[config.mk]
export PLATFORM = sky130hd
export DESIGN_NAME = controle_bateria_flat
export DESIGN_NICKNAME = d
export VERILOG_FILES = /design/src/rtl/controle_bateria_if.sv /design/src/rtl/controle_bateria.sv /design/src/flat_wrapper.sv
export SDC_FILE = /design/constraint.sdc
export NUM_CORES = 1
export LEC_CHECK = 0
export CORE_MARGIN = 2
export CORE_UTILIZATION = 55
export CTS_CLUSTER_SIZE = 10
export DETAILED_ROUTE_END_ITERATION = 16
export DONT_BUFFER_PORTS = 1
export PLACE_DENSITY_LB_ADDON = 0.05
export SETUP_SLACK_MARGIN = 0.4
export SYNTH_ARGS = -nofsm -noshare
export SYNTH_HDL_FRONTEND = slang
export SYNTH_SLANG_ARGS = --single-unit
[constraint.sdc]
create_clock -name clk -period 2.8 [get_ports clk]
set_input_delay 0.28 -clock clk [delete_from_list [all_inputs] [get_ports clk]]
set_output_delay 0.28 -clock clk [all_outputs]
set_load 0.02 [all_outputs]
[src/rtl/controle_bateria_if.sv]
// Signal bundle between the battery-state engine and its consumers.
// Consumers use the master modport and the engine uses the slave modport.
interface controle_bateria_if;
  logic       ligar;
  logic       na_base;
  logic [3:0] nivel;
  logic       led0, led1, led2, led3, led4, led5, led6, led7, led8;
  logic       bateria_baixa;
  logic       carregando;
  logic       motor_habilitado;
  logic       vazia;

  modport master (
    output ligar, na_base,
    input  nivel, led0, led1, led2, led3, led4, led5, led6, led7, led8,
    input  bateria_baixa, carregando, motor_habilitado, vazia
  );

  modport slave (
    input  ligar, na_base,
    output nivel, led0, led1, led2, led3, led4, led5, led6, led7, led8,
    output bateria_baixa, carregando, motor_habilitado, vazia
  );
endinterface

[src/rtl/controle_bateria.sv]
// Battery-state engine: a 0..9 charge level drains in DESCARGA and refills in CARGA,
// paced by a shared prescaler. It drives the LED thermometer bar and the motor gate.
module controle_bateria #(
  parameter int TICKS_DESC  = 50_000_000,
  parameter int TICKS_CARGA = 25_000_000,
  parameter int NIVEL_BAIXO = 2,
  parameter int CNT_W       = 26
) (
  input  logic               clk,
  input  logic               reset,
  controle_bateria_if.slave  bus
);

  typedef enum logic [1:0] {
    PARADO   = 2'd0,
    DESCARGA = 2'd1,
    CARGA    = 2'd2,
    ESGOTADA = 2'd3
  } estado_t;

  localparam logic [3:0]       NIVEL_MAX = 4'd9;
  localparam logic [CNT_W-1:0] FIM_DESC  = CNT_W'(TICKS_DESC - 1);
  localparam logic [CNT_W-1:0] FIM_CARGA = CNT_W'(TICKS_CARGA - 1);

  estado_t          state_q, state_d, alvo;
  logic [3:0]       nivel_q, nivel_d;
  logic [CNT_W-1:0] cnt_q, cnt_d;

  // NOTE: every always_comb output gets a default first, so no path can leave it unassigned and infer a latch.
  always_comb begin
    if (bus.na_base)             alvo = (nivel_q < NIVEL_MAX) ? CARGA : PARADO;
    else if (state_q == ESGOTADA) alvo = ESGOTADA;
    else if (bus.ligar)           alvo = DESCARGA;
    else                          alvo = PARADO;

    state_d = alvo;
    nivel_d = nivel_q;
    cnt_d   = '0;

    // The prescaler only advances while the state is unchanged; any transition drops partial progress.
    if (alvo == state_q) begin
      case (state_q)
        DESCARGA: begin
          if (cnt_q == FIM_DESC) begin
            if (nivel_q <= 4'd1) begin
              nivel_d = 4'd0;
              state_d = ESGOTADA;
            end else begin
              nivel_d = nivel_q - 4'd1;
            end
          end else begin
            cnt_d = cnt_q + 1'b1;
          end
        end
        CARGA: begin
          if (cnt_q == FIM_CARGA) begin
            if (nivel_q >= 4'd8) begin
              nivel_d = NIVEL_MAX;
              state_d = PARADO;
            end else begin
              nivel_d = nivel_q + 4'd1;
            end
          end else begin
            cnt_d = cnt_q + 1'b1;
          end
        end
        default: ;
      endcase
    end
  end

  // NOTE: sequential state uses non-blocking assignments so every register samples pre-edge values.
  always_ff @(posedge clk or posedge reset) begin
    if (reset) begin
      state_q <= PARADO;
      nivel_q <= NIVEL_MAX;
      cnt_q   <= '0;
    end else begin
      state_q <= state_d;
      nivel_q <= nivel_d;
      cnt_q   <= cnt_d;
    end
  end

  assign bus.nivel            = nivel_q;
  assign bus.led0             = (nivel_q > 4'd0);
  assign bus.led1             = (nivel_q > 4'd1);
  assign bus.led2             = (nivel_q > 4'd2);
  assign bus.led3             = (nivel_q > 4'd3);
  assign bus.led4             = (nivel_q > 4'd4);
  assign bus.led5             = (nivel_q > 4'd5);
  assign bus.led6             = (nivel_q > 4'd6);
  assign bus.led7             = (nivel_q > 4'd7);
  assign bus.led8             = (nivel_q > 4'd8);
  assign bus.bateria_baixa    = (nivel_q <= 4'(NIVEL_BAIXO));
  assign bus.carregando       = (state_q == CARGA);
  assign bus.motor_habilitado = (state_q == DESCARGA);
  assign bus.vazia            = (state_q == ESGOTADA);

endmodule

[src/flat_wrapper.sv]
// flat-port wrapper written by rule: the top's interface ports become plain ports
module controle_bateria_flat 
#(
  parameter int TICKS_DESC  = 50_000_000,
  parameter int TICKS_CARGA = 25_000_000,
  parameter int NIVEL_BAIXO = 2,
  parameter int CNT_W       = 26
)
  (clk, reset, bus_ligar, bus_na_base, bus_nivel, bus_led0, bus_led1, bus_led2, bus_led3, bus_led4, bus_led5, bus_led6, bus_led7, bus_led8, bus_bateria_baixa, bus_carregando, bus_motor_habilitado, bus_vazia);
  controle_bateria_if bus_i ();
  input  logic clk;
  input  logic reset;
  input wire logic [$bits(bus_i.ligar)-1:0] bus_ligar;
  input wire logic [$bits(bus_i.na_base)-1:0] bus_na_base;
  output wire logic [$bits(bus_i.nivel)-1:0] bus_nivel;
  output wire logic [$bits(bus_i.led0)-1:0] bus_led0;
  output wire logic [$bits(bus_i.led1)-1:0] bus_led1;
  output wire logic [$bits(bus_i.led2)-1:0] bus_led2;
  output wire logic [$bits(bus_i.led3)-1:0] bus_led3;
  output wire logic [$bits(bus_i.led4)-1:0] bus_led4;
  output wire logic [$bits(bus_i.led5)-1:0] bus_led5;
  output wire logic [$bits(bus_i.led6)-1:0] bus_led6;
  output wire logic [$bits(bus_i.led7)-1:0] bus_led7;
  output wire logic [$bits(bus_i.led8)-1:0] bus_led8;
  output wire logic [$bits(bus_i.bateria_baixa)-1:0] bus_bateria_baixa;
  output wire logic [$bits(bus_i.carregando)-1:0] bus_carregando;
  output wire logic [$bits(bus_i.motor_habilitado)-1:0] bus_motor_habilitado;
  output wire logic [$bits(bus_i.vazia)-1:0] bus_vazia;
  assign bus_i.ligar = bus_ligar;
  assign bus_i.na_base = bus_na_base;
  assign bus_nivel = bus_i.nivel;
  assign bus_led0 = bus_i.led0;
  assign bus_led1 = bus_i.led1;
  assign bus_led2 = bus_i.led2;
  assign bus_led3 = bus_i.led3;
  assign bus_led4 = bus_i.led4;
  assign bus_led5 = bus_i.led5;
  assign bus_led6 = bus_i.led6;
  assign bus_led7 = bus_i.led7;
  assign bus_led8 = bus_i.led8;
  assign bus_bateria_baixa = bus_i.bateria_baixa;
  assign bus_carregando = bus_i.carregando;
  assign bus_motor_habilitado = bus_i.motor_habilitado;
  assign bus_vazia = bus_i.vazia;
  controle_bateria #(.TICKS_DESC(TICKS_DESC), .TICKS_CARGA(TICKS_CARGA), .NIVEL_BAIXO(NIVEL_BAIXO), .CNT_W(CNT_W)) u_core (.clk(clk), .reset(reset), .bus(bus_i));
endmodule
==> flow_metrics.tcl <==
set metrics [dict create \
    status "complete, no violations" \
    synth_flop_cell "dfrtp_1" \
    final_common_cell "nor2_1" \
    synthAdderAreaFrac_pct 5.13 \
    synth-xor-area-share_pct 10.8 \
    synth_mux_area_share_pct 0 \
    path_class "flop to flop" \
    track_usage_pct 22.7 \
    synth-seq-cells 32 \
    viasPerCell 5.90 \
    clkSinkCount 32 \
    placementRows 21 \
    post-route-util_pct 64.1 \
    ys_seq_area_share_pct 41.2 \
    grt_pass1_wl_um 7240 \
    die-area_sq_mm 0.00404 \
    worstPathMaxFanout 7 \
    setup_ws_ps 397 \
    syn_area_per_cell_sq_um 8.71 \
    insertion_delay_ps 330 \
    mostFrequentLayoutCells "nor2_1, dfrtp_1, nand2_1, inv_1, xor2_1" \
    yosys_warnings 0 \
    io_buffers 0 \
    floorplan.initialDensity_pct 58.0 \
    synth_top_family_by_area "simple AND/OR/NAND/NOR gates" \
    min_period_ps 2400 \
    crit_arrival_ps 2620 \
    drtPass1Iterations 4 \
    worst_slew_pin_slew_ps 645 \
    fp.dieH_um 63.6 \
    clockBufferDepth 2 \
    htree_levels 2 \
    rsz0062_at_grt "yes" \
    p_leak_nw 0.837 \
    clkPwrFrac_pct 18.5 \
    swShare_pct 43.2 \
    hold_path.class "primary input to flop" \
    totalPowerFinal_mw 1.47 \
    grt_pass1_vias 1633 \
    routed_wl_um 4210 \
    async_flop_share_pct 100 \
    slew_headroom_pct 56.5 \
    drv_cap 0 \
    fillers 315 \
    die_w_um 63.6 \
    dp_hpwl_um 2890 \
    drt-wirelength-per-cell_um 15.0 \
    pin_count 21 \
    grt-ovfl-total 0 \
    slew_violations 0 \
    clock-skew-final_ps 10.5 \
    switching_power_uw 637 \
    antenna_cells 0 \
    cts.clk_slew.worst_paths_ps 90 \
    syn-cell-area_sq_mm 0.00195 \
    synth_edf_count 0 \
    startpoint_type "flop" \
    powerDensity_mw_per_mm2 684 \
    synthToLayoutAreaGrowth_pct 10.6 \
    ir_drop_mv 0.376 \
    setup_viol 0 \
    layout.nets 245 \
    fin_setup_tns_ps 0 \
    crit_required_ps 3020 \
    synth-simple-area-share_pct 27.9 \
    place.gp.congestion 0.881 \
    synth-compound-area-share_pct 10.8 \
    pre_cts_slack_ps 294 \
    pwr-share-seq_pct 41.8 \
    min_period_over_period_pct 85.8 \
    vias 1652 \
    fmax_mhz 416 \
    synth_nets 236 \
    drt_iter0_markers 123 \
    grt_max_degree 33 \
    combPwrFrac_pct 39.7 \
    cts_buffers 5 \
    cts_tree "done" \
    drive_gt1_share_pct 11.1 \
    antenna_found_initial 0 \
    drc 0 \
    hold_viol_final 0 \
    cts-root-buf "clkbuf_4" \
    synthCells 224 \
    p_int_uw 838 \
    end_kind "flop" \
    core_sq_mm 0.00336 \
    ant_nets 0 \
    synth_cell_type_count 36 \
]
cell families after synthesis:
logic type,after synthesis
buf+inv,21
flops,32
fa+ha+maj,8
xor+xnor,24
simple gates,107
compound gates,32
Yosys cell counts (6+ instances only):
| library cell | instances | share of area [%] |
|---|---|---|
| o21ai_0 | 9 | 2.3 |
| nand4_1 | 10 | 3.2 |
| dfrtp_1 | 30 | 38 |
| a21oi_1 | 6 | 1.5 |
| ha_1 | 8 | 5.1 |
| nand2_1 | 15 | 2.9 |
| xor2_1 | 13 | 5.8 |
| nand3_1 | 10 | 2.6 |
| nor3_1 | 7 | 1.8 |
| xnor2_1 | 11 | 4.9 |
| inv_1 | 14 | 2.7 |
| nor2_1 | 40 | 7.7 |
state kept, by name (all words and copies together) (netlist names):
register and cells:
u_core.bus.nivel 4, u_core.state_q 2, u_core.cnt_q 26
path summary, 6_finish.rpt:
kind                                            end  cells past startpoint  slack, ps              start
min in group asynchronous          u_core.cnt_q[16]                      3        470              reset
worst min-delay path              u_core.state_q[0]                      1         30        bus_na_base
worst max-delay path            u_core.bus.nivel[2]                      6        400  u_core.state_q[0]
worst max register to register  u_core.bus.nivel[2]                      6        400  u_core.state_q[0]
worst min register to register      u_core.cnt_q[0]                      1        520    u_core.cnt_q[0]
max in group asynchronous       u_core.bus.nivel[3]                      3       2000              reset
what timing repair did:
item	CTS	global route
setup endpoints to repair	28	32
setup buffers	1	0
gates resized for setup	8	8
hold buffers	1	0
cloned	2	0
endpoints found under the hold margin	30	0
power by group through the flow:
stage	clock network, mW	registers (mW)	logic [mW]
2_1_floorplan	0	0.594	0.439
3_3_place_gp	0	0.623	0.506
3_5_place_dp	0	0.625	0.515
4_1_cts	0.280	0.613	0.557
5_1_grt	0.302	0.625	0.642
6_report	0.272	0.616	0.586
critical path, stage by stage, from the launching register on:
cell      delay [ps]
dfrtp_1          480
ha_2             300
or3_1            390
o221ai_1         210
o311ai_2         160
or3_4            450
o31a_1           300
stage by stage:
step	instances	hold WS (ps)	instance area, sq um
global placement	268	267	2020
detailed placement	268	273	2020
floorplan	224	377	1950
CTS	280	27.4	2120
finish	280	34.4	2160
global route	280	27.6	2160
routing by layer:
metal  up-vias  global-route usage [%]  routed length (um)
met1       812                    29.6                1960
met2        34                    35.8                1990
li1        798                       -                   -
met4         0                    9.24                  65
met3         8                    6.07                 199
met5         -                       0                   0
area by class of cell:
type	count	area (sq um)	share of cell area (%)
Timing Repair Buffer	9	83.8	3.89
Inverter	14	52.6	2.44
Sequential cell	32	803	37.2
Tap cell	46	57.6	2.67
Multi-Input combinational cell	171	1100	51.0
Clock buffer	8	58.8	2.73
(Power assumes the default switching activity.)
